$ cat config.mk
export PLATFORM = sky130hd
export DESIGN_NAME = hall_emulator_flat
export DESIGN_NICKNAME = d
export VERILOG_FILES = /design/src/rtl/hall_emulator_if.sv /design/src/rtl/hall_emulator.sv /design/src/flat_wrapper.sv
export SDC_FILE = /design/constraint.sdc
export NUM_CORES = 1
export LEC_CHECK = 0
export CORE_ASPECT_RATIO = 0.6
export CORE_MARGIN = 2
export CORE_UTILIZATION = 30
export DETAILED_ROUTE_END_ITERATION = 16
export SYNTH_ARGS = -nofsm -noshare
export SYNTH_HDL_FRONTEND = slang
export SYNTH_SLANG_ARGS = --single-unit
$ cat constraint.sdc
create_clock -name clk -period 7.95 [get_ports clk]
set_clock_uncertainty 0.1 [all_clocks]
set_input_delay 1.59 -clock clk [delete_from_list [all_inputs] [get_ports clk]]
set_output_delay 1.59 -clock clk [all_outputs]
set_load 0.02 [all_outputs]
$ cat src/rtl/hall_emulator_if.sv
// Control and sensor bundle of the hall emulator; master drives the rotor
// controls, slave (the emulator) drives the sensor lines and status.
interface hall_emulator_if #(
  parameter int unsigned PERIOD_W = 24
);
  logic                enable;
  logic [PERIOD_W-1:0] period;
  logic                period_valid;
  logic                hall_1;
  logic                hall_2;
  logic [15:0]         rev_cnt;
  logic                running;

  modport master (
    output enable, period, period_valid,
    input  hall_1, hall_2, rev_cnt, running
  );

  modport slave (
    input  enable, period, period_valid,
    output hall_1, hall_2, rev_cnt, running
  );
endinterface

$ cat src/rtl/hall_emulator.sv
// Two-sensor hall emulator: hall_1 pulses at angle 0, hall_2 at angle 180 of a rotor
// spinning at a programmable period. Define HALL_EMULATOR_JITTER_EN for per-revolution jitter.
module hall_emulator #(
  parameter int unsigned PULSE_WIDTH = 64,
  parameter int unsigned PERIOD_W    = 24,
  parameter int unsigned MIN_PERIOD  = 4 * PULSE_WIDTH
) (
  input logic            clk,
  input logic            rst,
  hall_emulator_if.slave bus
);
  localparam int unsigned         PULSE_CW = $clog2(PULSE_WIDTH + 1);
  localparam logic [PERIOD_W-1:0] MIN_P    = PERIOD_W'(MIN_PERIOD);

  localparam logic [1:0] IDLE   = 2'd0;
  localparam logic [1:0] HALF_A = 2'd1;
  localparam logic [1:0] HALF_B = 2'd2;

  logic [1:0]          state_q, state_d;
  logic [PERIOD_W-1:0] phase_q, phase_d;
  logic [PERIOD_W-1:0] active_q, active_d;
  logic [PERIOD_W-1:0] pending_q, pending_d;
  logic [PULSE_CW-1:0] pulse_q, pulse_d;
  logic                hall_1_q, hall_1_d;
  logic                hall_2_q, hall_2_d;
  logic                running_q, running_d;
  logic [15:0]         rev_q, rev_d;

  logic [PERIOD_W-1:0] half_nom;
  logic [PERIOD_W-1:0] half_len;
  logic                half_done;

  // HALF_A takes the floor and HALF_B the ceiling, so odd periods still sum exactly.
  assign half_nom = (state_q == HALF_B) ? (active_q - (active_q >> 1)) : (active_q >> 1);

`ifdef HALL_EMULATOR_JITTER_EN
  localparam int unsigned JW = PERIOD_W + 2;

  logic [15:0]          lfsr_q;
  logic signed [JW-1:0] jit_len;
  logic signed [JW-1:0] jit_floor;

  assign jit_floor = $signed(JW'(PULSE_WIDTH + 1));
  assign jit_len   = $signed({2'b00, half_nom}) + $signed(JW'(lfsr_q[3:0])) - $signed(JW'(8));
  assign half_len  = (jit_len < jit_floor) ? PERIOD_W'(jit_floor) : PERIOD_W'(jit_len);

  // Fibonacci LFSR, taps 16,15,13,4, stepped once per completed revolution.
  always_ff @(posedge clk) begin
    if (rst) begin
      lfsr_q <= 16'hACE1;
    end else if (bus.enable && (state_q == HALF_B) && half_done) begin
      lfsr_q <= {lfsr_q[14:0], lfsr_q[15] ^ lfsr_q[14] ^ lfsr_q[12] ^ lfsr_q[3]};
    end
  end
`else
  assign half_len = half_nom;
`endif

  assign half_done = (phase_q == (half_len - 1'b1));

  always_ff @(posedge clk) begin
    if (rst) begin
      state_q   <= IDLE;
      phase_q   <= '0;
      active_q  <= '0;
      pending_q <= '0;
      pulse_q   <= '0;
      hall_1_q  <= 1'b1;
      hall_2_q  <= 1'b1;
      running_q <= 1'b0;
      rev_q     <= '0;
    end else begin
      state_q   <= state_d;
      phase_q   <= phase_d;
      active_q  <= active_d;
      pending_q <= pending_d;
      pulse_q   <= pulse_d;
      hall_1_q  <= hall_1_d;
      hall_2_q  <= hall_2_d;
      running_q <= running_d;
      rev_q     <= rev_d;
    end
  end

  always_comb begin
    state_d   = state_q;
    phase_d   = phase_q;
    active_d  = active_q;
    pending_d = pending_q;
    pulse_d   = pulse_q;
    hall_1_d  = hall_1_q;
    hall_2_d  = hall_2_q;
    rev_d     = rev_q;

    if (bus.period_valid) begin
      pending_d = (bus.period >= MIN_P) ? bus.period : MIN_P;
    end

    // A pulse starts on the first phase cycle of each half and runs PULSE_WIDTH cycles.
    if ((state_q != IDLE) && (phase_q == '0)) begin
      if (state_q == HALF_A) hall_1_d = 1'b0;
      else                   hall_2_d = 1'b0;
      pulse_d = PULSE_CW'(PULSE_WIDTH - 1);
    end else if (!hall_1_q || !hall_2_q) begin
      if (pulse_q == '0) begin
        hall_1_d = 1'b1;
        hall_2_d = 1'b1;
      end else begin
        pulse_d = pulse_q - 1'b1;
      end
    end

    case (state_q)
      IDLE: begin
        if (bus.enable && (pending_q != '0)) begin
          state_d  = HALF_A;
          active_d = pending_q;
          phase_d  = '0;
        end
      end
      HALF_A: begin
        if (half_done) begin
          state_d = HALF_B;
          phase_d = '0;
        end else begin
          phase_d = phase_q + 1'b1;
        end
      end
      HALF_B: begin
        if (half_done) begin
          state_d  = HALF_A;
          phase_d  = '0;
          active_d = pending_q;
          rev_d    = rev_q + 16'd1;
        end else begin
          phase_d = phase_q + 1'b1;
        end
      end
      default: state_d = IDLE;
    endcase

    // Disable stops the rotor at once and aborts any pulse; rev_cnt is kept.
    if (!bus.enable) begin
      state_d  = IDLE;
      phase_d  = '0;
      pulse_d  = '0;
      hall_1_d = 1'b1;
      hall_2_d = 1'b1;
      rev_d    = rev_q;
    end

    running_d = (state_d != IDLE);
  end

  assign bus.hall_1  = hall_1_q;
  assign bus.hall_2  = hall_2_q;
  assign bus.rev_cnt = rev_q;
  assign bus.running = running_q;
endmodule
$ cat src/flat_wrapper.sv
// flat-port wrapper written by rule: the top's interface ports become plain ports
module hall_emulator_flat 
#(
  parameter int unsigned PULSE_WIDTH = 64,
  parameter int unsigned PERIOD_W    = 24,
  parameter int unsigned MIN_PERIOD  = 4 * PULSE_WIDTH
)
  (clk, rst, bus_enable, bus_period, bus_period_valid, bus_hall_1, bus_hall_2, bus_rev_cnt, bus_running);
  hall_emulator_if #(.PERIOD_W(PERIOD_W)) bus_i ();
  input logic clk;
  input logic rst;
  input wire logic [$bits(bus_i.enable)-1:0] bus_enable;
  input wire logic [$bits(bus_i.period)-1:0] bus_period;
  input wire logic [$bits(bus_i.period_valid)-1:0] bus_period_valid;
  output wire logic [$bits(bus_i.hall_1)-1:0] bus_hall_1;
  output wire logic [$bits(bus_i.hall_2)-1:0] bus_hall_2;
  output wire logic [$bits(bus_i.rev_cnt)-1:0] bus_rev_cnt;
  output wire logic [$bits(bus_i.running)-1:0] bus_running;
  assign bus_i.enable = bus_enable;
  assign bus_i.period = bus_period;
  assign bus_i.period_valid = bus_period_valid;
  assign bus_hall_1 = bus_i.hall_1;
  assign bus_hall_2 = bus_i.hall_2;
  assign bus_rev_cnt = bus_i.rev_cnt;
  assign bus_running = bus_i.running;
  hall_emulator #(.PULSE_WIDTH(PULSE_WIDTH), .PERIOD_W(PERIOD_W), .MIN_PERIOD(MIN_PERIOD)) u_core (.clk(clk), .rst(rst), .bus(bus_i));
endmodule
==> results of run 1 <==
[per-layer routing]
| layer | wire length, um | part of all wire [%] | global-route usage, % |
|---|---|---|---|
| met1 | 13400 | 53 | 31.1 |
| met2 | 9420 | 37 | 23.9 |
| met3 | 2470 | 9.7 | 5.49 |
| met4 | 160 | 0.63 | 3.02 |
| met5 | 0 | 0 | 0 |
[power groups by stage]
stage	combinational [mW]	sequential (mW)	clock, mW
2_1_floorplan	0.329	0.547	0
6_report	0.449	0.549	0.443
3_5_place_dp	0.435	0.559	0
5_1_grt	0.496	0.552	0.468
3_3_place_gp	0.434	0.559	0
4_1_cts	0.438	0.548	0.449
[registers in the layout (all words and copies together), names as in the netlist]
name / flops
u_core.active_q: 24
u_core.bus.hall_1: 1
u_core.bus.hall_2: 1
u_core.bus.rev_cnt: 16
u_core.bus.running: 1
u_core.pending_q: 24
u_core.phase_q: 24
u_core.pulse_q: 7
u_core.state_q: 2
[placed cells by master, fill, tap and decap left out, drive strengths merged, types with 5 or more instances in the layout]
cell | netlist | final
xnor2 | 25 | 25
o2111ai | 6 | 6
o21ai | 64 | 64
o22ai | 8 | 8
nand2 | 93 | 93
a31oi | 24 | 24
o221ai | 20 | 20
a211oi | 11 | 11
a311oi | 19 | 19
or3 | 23 | 23
mux2i | 20 | 20
ha | 33 | 33
nor4 | 22 | 22
or4 | 15 | 15
nand3 | 32 | 32
nor4b | 21 | 21
nor2 | 77 | 77
and3 | 16 | 16
nand4 | 17 | 17
a21oi | 80 | 80
clkbuf | 34 | 10
o211ai | 10 | 10
o21a | 5 | 5
a22oi | 8 | 8
buf | 24 | 12
o221a | 6 | 6
a21o | 9 | 9
nand4b | 9 | 9
dfxtp | 100 | 100
nand2b | 8 | 8
xor2 | 11 | 11
nor3 | 25 | 25
clkdlybuf4s50 | 0 | 45
o31ai | 21 | 21
inv | 51 | 54
[through the flow]
| stage | setup WS [ns] | total power, mW |
|---|---|---|
| 2_1_floorplan | 2.30 | 0.876 |
| 3_3_place_gp | 1.69 | 0.993 |
| 3_5_place_dp | 1.64 | 0.995 |
| 4_1_cts | 1.62 | 1.43 |
| 5_1_grt | 1.03 | 1.52 |
| 6_report | 1.48 | 1.44 |
[how the worst max path moves through the flow]
stage,startpoint,end,slack (ns),cells past startpoint
3_5_place_dp,u_core.active_q[0]$_SDFFE_PP0P_,u_core.phase_q[10]$_SDFFE_PP0P_,1.64,17
2_1_floorplan,u_core.state_q[0]$_SDFF_PP0_,u_core.bus.rev_cnt[14]$_SDFFE_PP0P_,2.30,23
6_report,u_core.active_q[0]$_SDFFE_PP0P_,u_core.phase_q[10]$_SDFFE_PP0P_,1.48,17
4_1_cts,u_core.active_q[0]$_SDFFE_PP0P_,u_core.phase_q[10]$_SDFFE_PP0P_,1.62,17
5_1_grt,u_core.active_q[0]$_SDFFE_PP0P_,u_core.phase_q[4]$_SDFFE_PP0P_,1.03,17
3_3_place_gp,u_core.active_q[0]$_SDFFE_PP0P_,u_core.phase_q[10]$_SDFFE_PP0P_,1.69,17
[critical path, delay by kind of cell, from the launching register on]
| kind | cells | cell delay (ns) |
|---|---|---|
| AO/OA/AOI/OAI | 6 | 1.99 |
| flip-flops | 1 | 0.37 |
| buffers and inverters | 2 | 0.55 |
| XOR/XNOR | 1 | 0.20 |
| AND/OR/NAND/NOR | 6 | 2.50 |
| adder cells (fa/ha/maj) | 2 | 0.62 |
[cells by family (layout without fill, tap and decap cells)]
logic type	Yosys count	after routing	share of synthesized area, %
muxes	23	23	3.01
buffers and inverters	111	125	5.98
AOI/OAI and AO/OA	330	330	29.0
and+or+nand+nor	384	384	26.6
adders and majority gates	34	34	5.56
xor gates and xnor gates	36	36	4.05
DFF	100	100	25.7
[final cells by class]
class,instances,area (um^2)
fillers,2694,16600
multi-input cells,807,5320
flip-flops and latches,100,2000
repair buffers,57,538
well taps,352,440
clock buffers,10,229
inverters,53,199
clock inverters,5,42.5
==> run summary, run 1 <==
Measured along the y axis, the die boundary spans between 100 and 150 um. Cell internal power was estimated by the tool at around 910 uW. The startpoint of the worst-slack reg-to-reg timing path is u_core.active_q[0]$_SDFFE_PP0P_. The floorplan die width is ~210 um. Once the clock tree was built, the setup fixing pass inserted 0 buffers. The number of global-route vias before repair came out at 7255. The worst hold path begins at u_core.bus.rev_cnt[15]$_SDFFE_PP0P_.

Final hold analysis gives a worst-case slack of 0.404 ns. The sequential fraction of the synthesis area came out at around a quarter. The fraction of registers with async set/reset came out at 0%. The smallest clock period supported by the final layout is computed as roughly 6.5 ns. Measured on the finished design, the core utilization comes to 34.5%. The ratio of cells with drive above 1 in the final layout is ~5.5%. For flop-to-flop paths, the worst setup slack is 1.48 ns. The number of nets in the finished design is 1090. The final setup violation count is 0. The critical path goes through inv_1, ha_1, fa_1, nand2b_1, a211oi_1, o21ai_1, xnor2_1, o31ai_2, nand4b_1, or4_1, or3_4, a21o_1, a31o_4, nand3_2, buf_4, nand2_1, o32ai_1. The part of the power in combinational logic is 31.2%. Wires add up to ~25 mm. The clock latency on the worst-skew pair came out at about 0.37 ns.

The number of distinct library cells after synthesis came out at 84. The post-route cell area is ~9000 um^2. The top cell type by area accounts for 25.7% of the synthesized area. The switching share of power is 37.0%. The number of max-slew violations in the final report came out at 0. Yosys printed 0 warnings. The top flip-flop cell by instance count after synthesis is sky130_fd_sc_hd__dfxtp_1.

The delay of the slowest cell on the worst path is between 0.6 and 0.7 ns. The leading cell type by number of instances after synthesis is sky130_fd_sc_hd__dfxtp_1. The area added between synthesis and finish came out at 12.7%.

The number of cells traversed by the worst register-to-register path came out at 17. The data arrival time of the worst path is about 6.7 ns. Buffers placed on the I/O ports in this run total 46. Buffers inserted to repair hold after CTS numbered 0. The worst endpoint required time is 8.13 ns. The buffer depth of the longest clock path came out at 2. The total negative setup slack is 0 ns.

The average size of a mapped cell came out at roughly 7.6 um^2. The run finished with clean final reports. Counting instances in the post-synthesis netlist gives the leading cell types as 100 x sky130_fd_sc_hd__dfxtp_1, 93 x sky130_fd_sc_hd__nand2_1, 79 x sky130_fd_sc_hd__a21oi_1, 77 x sky130_fd_sc_hd__nor2_1, 60 x sky130_fd_sc_hd__o21ai_0. The post-synth design cell area is 7780 um^2. The net load switching power is ~530 uW. The number of buffers created by CTS is 9. The worst-case headroom to the max-slew limit is ~37%. The number of antenna cells inserted is 0. The reported leakage power is roughly 3.0 nW.

The post-route clock period utilization came out at between 80% and 90%. Across all layers, the routed design uses between 8000 and 9000 vias. The cell type with the highest aggregate area in the netlist is sky130_fd_sc_hd__dfxtp_1. In the post-synthesis netlist, the biggest area contributors are sky130_fd_sc_hd__dfxtp_1 26%, sky130_fd_sc_hd__ha_1 5.3%, sky130_fd_sc_hd__a21oi_1 5.1%. The total overflow left after global routing is 0. The ratio of routed vias to standard cells is ~5.9.

After clock tree synthesis, the clock-pin slew on the worst setup and hold paths is around 0.080 ns. The worst setup path is captured at a flip-flop. The effective utilization at floorplan is 30.6%.

TritonCTS built the clock tree. The maximum fanout along the worst path came out at 39. The count of clock tree sinks is 100. The areal power density over the cells is around 160 nW/um^2. The peak supply drop came out at between 0.0001 and 0.00015 V.

The number of H-tree branching levels came out at 3. The remaining routing DRC violations is 0. The floorplan step defined a die boundary enclosing about 27000 um^2. The weighted congestion at the end of routability-driven global placement came out at a little under 1. The area of the core came out at around 25000 um^2. The detailed router finished its first iteration with around 920 violations.

The slowest stage of the critical path belongs to the cell sky130_fd_sc_hd__or4_1. Across every metal layer, demand over resource in global routing totals about a fifth. The relative contribution of sequential cells to total power came out at around two fifths.

The synthesized netlist net count came out at 1080. The slew at the pin with the worst max-slew slack came out at roughly 0.94 ns. The setup path with the least slack is of type reg -> reg. The worst register-to-register path ends at u_core.phase_q[10]$_SDFFE_PP0P_. The routed wire length per instance came out at roughly 18 um. Static timing analysis puts the maximum clock frequency at between 150 and 200 MHz. The count of maximum capacitance violations is 0. The wire length of the first global-routing pass came out at around 41 mm. The number of antenna violations at the first check in global routing came to 0. The total count of hold-check failures in the final report came to 0. The total number of placement rows came out at 45. Along the worst hold path, the cell count comes to 2. The number of nets with antenna violations after detailed routing came out at 0. Entering global routing, the biggest net connects between 40 and 50 pins.

The number of top-level pins came out at 47. The share of power burned in the clock network is between 30% and 40%. For hold timing, the worst endpoint is u_core.bus.rev_cnt[15]$_SDFFE_PP0P_.

In the synthesized netlist, the number of instances is slightly above 1000. Yosys mapped a number of flops with a built-in enable equal to 0. Excluding fillers, the count of instances in the completed layout stands at between 1000 and 1500. The HPWL after detailed placement came out at ~19 mm. The class of the tightest hold or removal check is reg -> reg.

The number of iterations in the first detailed-routing pass is 5. The worst setup path is launched from a flip-flop. Counting tap cells, the placed design contains a total of approximately 1400 instances. After detailed placement, the total cell area comes to about 8500 um^2. CTS placed an instance of sky130_fd_sc_hd__clkbuf_16 at the clock tree root.

Setup repair after global routing left no endpoint under its margin. The count of instances resized after the clock tree is built is 0. Synthesis inferred 100 register bits.
Power figures use the tool's default switching activity.
==> run 2, diff against run 1 <==
- clock period: 7.95 -> 6.2 ns (I/O delays scaled with it)
==> run summary, run 2 (synthesis results as in run 1) <==
The achievable frequency came out at 173 MHz (was 155 MHz). The number of top-level pins is 47 (unchanged). The TritonCTS clock tree was yes (unchanged). The data arrival time of the worst path came out at 5.94 ns (was 6.65 ns). The startpoint-to-endpoint class of the critical path is reg -> reg (unchanged).

The number of antenna violations at the first check in global routing is 0 (unchanged). The number of nets in the finished design came out at 1100 (was 1090). The routed wire length per instance was 18.6 um (was 18.4 um). The number of violations reported at the end of detailed-routing iteration 0 came out at 889 (was 915). The worst endpoint required time is 6.35 ns (was 8.13 ns). The global-route total usage across every layer is 18.9% (was 19.1%). The number of buffers inserted by port buffering was 46 (unchanged). The peak supply drop is 0.000136 V (was 0.000118 V). The post-route clock period utilization is 93.4% (was 81.4%). The maximum fanout along the worst path came to 39 (unchanged). The number of nets with antenna violations after detailed routing is 0 (unchanged). The final-layout fill cell count is 2678 (was 2694).

The startpoint kind of the worst setup timing path was a flip-flop (unchanged). The final setup slack of the worst path came to 0.411 ns (was 1.48 ns). The number of max-slew violations in the final report is 0 (unchanged). The remaining routing DRC violations is 0 (unchanged). The final non-filler cell total came out at 1395 (was 1384). The cell internal power dissipation is 1.18 mW (was 909 uW). The ratio of routed vias to standard cells came to 5.90 (was 5.93). The number of H-tree branching levels came out at 3 (unchanged). The area added between synthesis and finish is 14.0% (was 12.7%).

The total count of hold-check failures in the final report is 0 (unchanged). The HPWL after detailed placement is 19.4 mm (was 19.0 mm). Largest registers ranked by flip-flop count: u_core.active_q: 24 flops, u_core.pending_q: 24 flops, u_core.phase_q: 24 flops (unchanged).

The reported leakage power is 3.04 nW (was 2.99 nW). The count of vias placed by the detailed router is 8225 (was 8214). The clock latency on the worst-skew pair is 0.36 ns (was 0.37 ns). The aggregate routed wire length came to 25.9 mm (was 25.5 mm). The post-CTS setup buffer count is 0 (unchanged). The total overflow reported by the global router came out at 0 (unchanged).

The footprint of the multi-input gates is 5330 um^2 (was 5320 um^2). The number of antenna cells inserted came out at 0 (unchanged). Status: completed (unchanged).

The largest net degree at the start of global routing came out at 48 (was 49). RSZ-0062 raised after global routing: false (unchanged). The leading cell type in the layout, fill and taps excluded was sky130_fd_sc_hd__dfxtp_1 (unchanged).

The buffer depth of the longest clock path is 2 (unchanged). The relative contribution of sequential cells to total power came out at 37.6% (was 38.1%). The floorplan die width came to 212 um (unchanged).

The number of iterations in the first detailed-routing pass came to 5 (unchanged). The wire length of the first global-routing pass is 41.0 mm (was 41.3 mm). The number of placed instances, taps included came out at 1379 (was 1369). The number of global-route vias before repair came out at 7139 (was 7255).

The final setup violation count came to 0 (unchanged). The areal power density over the cells came out at 210 nW/um^2 (was 164 nW/um^2). The clock input transition at the sequential cells of the worst setup and hold paths came out at 0.08 ns (about the same). The switching share of power is 36.9% (was 37.0%).

The effective utilization at floorplan came out at 30.6% (unchanged). The weighted congestion at the end of routability-driven global placement came to 0.934 (was 0.969). The class of the tightest hold or removal check is reg -> reg (unchanged). The count of maximum capacitance violations is 0 (unchanged). The ratio of cells with drive above 1 in the final layout is 6.71% (was 5.52%). The share of power burned in the clock network is 30.7% (about the same). The slew at the pin with the worst max-slew slack is 0.953 ns (was 0.939 ns).

The setup slack after placement was 0.390 ns (was 1.64 ns). The total negative setup slack came out at 0 ns (unchanged). The CTS root buffer is sky130_fd_sc_hd__clkbuf_16 (unchanged). The area of the core was 25400 um^2 (unchanged). The time the final worst path needs with I/O delays and setup came out at 5.79 ns (was 6.47 ns).

The total number of placement rows came out at 45 (unchanged). The die height came to 129 um (unchanged). The part of the power in combinational logic came out at 31.7% (was 31.2%). The count of clock tree sinks came out at 100 (unchanged). Most used cells in the layout excluding fill and tap cells: 100 x sky130_fd_sc_hd__dfxtp_1, 93 x sky130_fd_sc_hd__nand2_1, 79 x sky130_fd_sc_hd__a21oi_1 (unchanged). The area enclosed by the die boundary is 27300 um^2 (unchanged). The worst-case headroom to the max-slew limit is 35.6% (was 37.2%). The net load switching power is 687 uW (was 533 uW). The combined flip-flop and latch cell area came to 2000 um^2 (unchanged).

The number of buffers created by CTS came out at 9 (unchanged). The kind of end point of the critical path is a flip-flop (unchanged).
run 2: cell count changes in the layout (fill, tap and decap cells not counted):
cell                       change
sky130_fd_sc_hd__a21boi_1      -1
sky130_fd_sc_hd__a211oi_1      -1
sky130_fd_sc_hd__inv_8         +1
sky130_fd_sc_hd__a21boi_2      +1
sky130_fd_sc_hd__buf_6         +1
sky130_fd_sc_hd__buf_4         +9
sky130_fd_sc_hd__clkinv_4      +1
sky130_fd_sc_hd__inv_6         -1
sky130_fd_sc_hd__a211oi_2      +1
run 2: critical path: stages (launching register included):
cell and delay [ns]:
sky130_fd_sc_hd__dfxtp_1 0.38, sky130_fd_sc_hd__ha_1 0.23, sky130_fd_sc_hd__fa_1 0.41, sky130_fd_sc_hd__nand2b_1 0.23, sky130_fd_sc_hd__a211o_1 0.34, sky130_fd_sc_hd__a211oi_1 0.32, sky130_fd_sc_hd__o21ai_0 0.12, sky130_fd_sc_hd__a31oi_1 0.44
sky130_fd_sc_hd__nand4b_1 0.37, sky130_fd_sc_hd__or4_1 0.60, sky130_fd_sc_hd__or3_4 0.44, sky130_fd_sc_hd__a21o_1 0.18, sky130_fd_sc_hd__a31o_4 0.28, sky130_fd_sc_hd__nand3_2 0.28, sky130_fd_sc_hd__buf_6 0.34, sky130_fd_sc_hd__nand2_1 0.23
sky130_fd_sc_hd__o32ai_1 0.35
run 2: area by class of cell:
type,count,area share [%]
sequential,100,22.6
timing repair buffer,67,6.95
clock inverter,6,0.606
clock buffer,10,2.58
multi-input combinational,807,60.1
tap,352,4.96
inverter,53,2.24
run 2: per-layer routing:
layer	share of wire, %	global-route usage [%]
met5	0	0
met4	0.38	2.44
met3	10	5.13
met2	36	23.3
met1	53	31.4
run 2: final timing paths:
| path | from | endpoint | slack, ns | depth (start not counted) |
|---|---|---|---|---|
| max reg2reg | u_core.active_q[1]$_SDFFE_PP0P_ | u_core.phase_q[4]$_SDFFE_PP0P_ | 0.41 | 16 |
| max | u_core.active_q[1]$_SDFFE_PP0P_ | u_core.phase_q[4]$_SDFFE_PP0P_ | 0.41 | 16 |
| min | u_core.bus.rev_cnt[15]$_SDFFE_PP0P_ | u_core.bus.rev_cnt[15]$_SDFFE_PP0P_ | 0.40 | 2 |
| min reg2reg | u_core.bus.rev_cnt[15]$_SDFFE_PP0P_ | u_core.bus.rev_cnt[15]$_SDFFE_PP0P_ | 0.40 | 2 |
run 2: repair_timing:
action,CTS,global route
gates resized for setup,0,3
hold buffers,0,0
endpoints found under the setup margin,0,13
run 2: through the flow:
stage	utilization (%)	hold WS (ns)	power [mW]	instance area, um^2
floorplan	-	0.370	1.12	7780
global placement	33.8	0.373	1.28	8580
detailed placement	33.8	0.384	1.28	8580
CTS	34.9	0.401	1.85	8860
global route	34.9	0.427	1.95	8870
finish	34.9	0.401	1.86	8870
run 2: power groups by stage:
stage | Clock (mW) | Sequential, mW | Combinational [mW]
3_3_place_gp | 0 | 0.713 | 0.570
6_report | 0.571 | 0.700 | 0.591
3_5_place_dp | 0 | 0.713 | 0.569
2_1_floorplan | 0 | 0.701 | 0.421
4_1_cts | 0.578 | 0.698 | 0.573
5_1_grt | 0.607 | 0.703 | 0.644
==> run 3, diff against run 2 <==
- CAP_MARGIN: unset -> 0
- SETUP_SLACK_MARGIN: unset -> 0.1
==> run summary, run 3 (synthesis results as in run 1) <==
The slew at the pin with the worst max-slew slack is 0.931 ns (was 0.953 ns). The number of global-route vias before repair was 7139 (unchanged). The areal power density over the cells is 210 nW/um^2 (about the same).

The HPWL after detailed placement is 19.4 mm (unchanged). RSZ-0062 raised after global routing: false (unchanged). The clock input transition at the sequential cells of the worst setup and hold paths came out at 0.08 ns (about the same). The share of power burned in the clock network is 30.6% (was 30.7%). The final-layout fill cell count is 2674 (was 2678). The post-route clock period utilization came to 92.8% (was 93.4%).

The startpoint kind of the worst setup timing path is a flip-flop (unchanged). The CTS root buffer is sky130_fd_sc_hd__clkbuf_16 (unchanged). The net load switching power came out at 686 uW (was 687 uW). The number of buffers inserted by port buffering came to 46 (unchanged). The aggregate routed wire length was 25.9 mm (about the same).

The total negative setup slack came out at 0 ns (unchanged). The number of violations reported at the end of detailed-routing iteration 0 is 801 (was 889). The number of nets with antenna violations after detailed routing was 0 (unchanged). The worst endpoint required time is 6.32 ns (was 6.35 ns). The buffer depth of the longest clock path came out at 2 (unchanged). The total power came to 1.86 mW (about the same).

The routed wire length per instance came out at 18.6 um (about the same). The number of iterations in the first detailed-routing pass came out at 6 (was 5). The effective utilization at floorplan came out at 30.6% (unchanged). The number of placed instances, taps included is 1379 (unchanged). The cell internal power dissipation came out at 1.18 mW (about the same). The peak supply drop is 0.000136 V (about the same). The wire length of the first global-routing pass is 41.0 mm (unchanged). The end of the worst register-to-register path is u_core.active_q[9]$_SDFFE_PP0P_ (was u_core.phase_q[4]$_SDFFE_PP0P_). The number of antenna cells inserted came to 0 (unchanged). The number of top-level pins is 47 (unchanged). The count of hold buffers inserted by post-cts repair came out at 0 (unchanged).

The weighted congestion at the end of routability-driven global placement came out at 0.934 (unchanged). The switching share of power came out at 36.8% (was 36.9%). The data arrival time of the worst path came to 5.88 ns (was 5.94 ns).

The time the final worst path needs with I/O delays and setup is 5.76 ns (was 5.79 ns). The maximum fanout along the worst path is 24 (was 39). The reg2reg setup slack was 0.44 ns (was 0.41 ns). The number of nets in the finished design is 1101 (was 1100).

The capturing instance or port of the critical path was u_core.active_q[9]$_SDFFE_PP0P_ (was u_core.phase_q[4]$_SDFFE_PP0P_). The number of H-tree branching levels came out at 3 (unchanged). The area of the core came out at 25400 um^2 (unchanged). The total number of placement rows is 45 (unchanged). The number of cells traversed by the worst register-to-register path is 17 (was 16).

The global-route total usage across every layer is 18.9% (unchanged). The area enclosed by the die boundary came out at 27300 um^2 (unchanged). The worst-case headroom to the max-slew limit is 37.1% (was 35.6%).

The number of buffers created by CTS is 9 (unchanged). The post-route worst hold slack came out at 0.403 ns (was 0.401 ns). The ratio of cells with drive above 1 in the final layout is 6.90% (was 6.71%). The count of maximum capacitance violations came out at 0 (unchanged). The kind of end point of the critical path was a flip-flop (unchanged).

Most used cells in the layout excluding fill and tap cells: 100 x sky130_fd_sc_hd__dfxtp_1, 93 x sky130_fd_sc_hd__nand2_1, 79 x sky130_fd_sc_hd__a21oi_1 (unchanged). The area added between synthesis and finish came to 14.2% (was 14.0%). The total count of hold-check failures in the final report is 0 (unchanged). The floorplan die width is 212 um (unchanged). The class of the tightest hold or removal check was reg -> reg (unchanged). The startpoint of the worst-slack reg-to-reg timing path is u_core.active_q[1]$_SDFFE_PP0P_ (unchanged).

The number of max-slew violations in the final report came out at 0 (unchanged). The startpoint-to-endpoint class of the critical path is reg -> reg (unchanged). The reported leakage power is 3.05 nW (was 3.04 nW). The final non-filler cell total is 1396 (was 1395).

The count of clock tree sinks is 100 (unchanged). The beginning of the critical path was u_core.active_q[1]$_SDFFE_PP0P_ (unchanged). Largest registers ranked by flip-flop count: u_core.active_q: 24 flops, u_core.pending_q: 24 flops, u_core.phase_q: 24 flops (unchanged). The die height came out at 129 um (unchanged). The part of the power in combinational logic came out at 31.8% (was 31.7%).

The setup slack after placement came to 0.390 ns (unchanged). The largest net degree at the start of global routing is 48 (unchanged). Status: completed (unchanged). The number of antenna violations at the first check in global routing came to 0 (unchanged). The clock latency on the worst-skew pair was 0.36 ns (about the same). The ratio of routed vias to standard cells came out at 5.89 (was 5.90). The relative contribution of sequential cells to total power came out at 37.6% (about the same). The TritonCTS clock tree is yes (unchanged). The total overflow reported by the global router is 0 (unchanged). The leading cell type in the layout, fill and taps excluded is sky130_fd_sc_hd__dfxtp_1 (unchanged).

The remaining routing DRC violations is 0 (unchanged). The final setup violation count came out at 0 (unchanged). The achievable frequency was 174 MHz (was 173 MHz). The count of vias placed by the detailed router came out at 8224 (was 8225). The final setup slack of the worst path is 0.444 ns (was 0.411 ns).
-- run 3: worst max-delay path, cell delays in order (launching register included) --
cell and delay, ns:
sky130_fd_sc_hd__dfxtp_1 0.38, sky130_fd_sc_hd__ha_1 0.23, sky130_fd_sc_hd__fa_1 0.41, sky130_fd_sc_hd__nand2b_1 0.23, sky130_fd_sc_hd__a211o_1 0.34, sky130_fd_sc_hd__a21boi_0 0.23, sky130_fd_sc_hd__o21ai_0 0.14, sky130_fd_sc_hd__o31ai_2 0.44
sky130_fd_sc_hd__nand4_1 0.45, sky130_fd_sc_hd__or4b_1 0.59, sky130_fd_sc_hd__o21ai_0 0.09, sky130_fd_sc_hd__or3b_1 0.38, sky130_fd_sc_hd__a211oi_2 0.22, sky130_fd_sc_hd__buf_4 0.21, sky130_fd_sc_hd__nand3_2 0.33, sky130_fd_sc_hd__buf_4 0.36
sky130_fd_sc_hd__nor4b_1 0.39, sky130_fd_sc_hd__a311oi_1 0.08
-- run 3: power by group through the flow --
stage / Sequential [mW] / Clock (mW) / Combinational [mW]
after floorplan: 0.701 / 0 / 0.421
after global placement: 0.713 / 0 / 0.570
after detailed placement: 0.713 / 0 / 0.569
after CTS: 0.698 / 0.578 / 0.573
after global routing: 0.703 / 0.607 / 0.646
final: 0.700 / 0.570 / 0.592
-- run 3: what timing repair did --
item | CTS | global route
setup buffers | 0 | 1
endpoints found under the setup margin | 0 | 30
resized for setup | 0 | 4
-- run 3: final cells by class --
| cell class | count | area (um^2) | share of cell area (%) |
|---|---|---|---|
| multi-input combinational | 807 | 5340 | 60.1 |
| sequential | 100 | 2000 | 22.5 |
| timing repair buffer | 68 | 624 | 7.03 |
| tap | 352 | 440 | 4.96 |
| clock buffer | 10 | 229 | 2.58 |
| inverter | 53 | 199 | 2.24 |
| clock inverter | 6 | 53.8 | 0.606 |
-- run 3: how the worst min path moves through the flow --
stage                                          end  depth (start not counted)                                 from  slack, ns
2_1_floorplan       u_core.phase_q[5]$_SDFFE_PP0P_                          1       u_core.phase_q[5]$_SDFFE_PP0P_       0.37
3_3_place_gp   u_core.bus.rev_cnt[15]$_SDFFE_PP0P_                          2  u_core.bus.rev_cnt[15]$_SDFFE_PP0P_       0.37
3_5_place_dp   u_core.bus.rev_cnt[15]$_SDFFE_PP0P_                          2  u_core.bus.rev_cnt[15]$_SDFFE_PP0P_       0.38
4_1_cts        u_core.bus.rev_cnt[15]$_SDFFE_PP0P_                          2  u_core.bus.rev_cnt[15]$_SDFFE_PP0P_       0.40
5_1_grt        u_core.bus.rev_cnt[15]$_SDFFE_PP0P_                          2  u_core.bus.rev_cnt[15]$_SDFFE_PP0P_       0.43
6_report       u_core.bus.rev_cnt[15]$_SDFFE_PP0P_                          2  u_core.bus.rev_cnt[15]$_SDFFE_PP0P_       0.40
-- run 3: through the flow --
step | area, um^2 | utilization, %
finish | 8880 | 35.0
global route | 8880 | 35.0
detailed placement | 8580 | 33.8
CTS | 8860 | 34.9
global placement | 8580 | 33.8
floorplan | 7780 | -
-- run 3: layer usage --
layer,share of wire (%),GRT usage [%],vias to the layer above
li1,-,-,3942
met1,52,31.4,3897
met2,36,23.3,376
met3,11,5.13,9
met4,0.36,2.44,0
met5,0,0,-
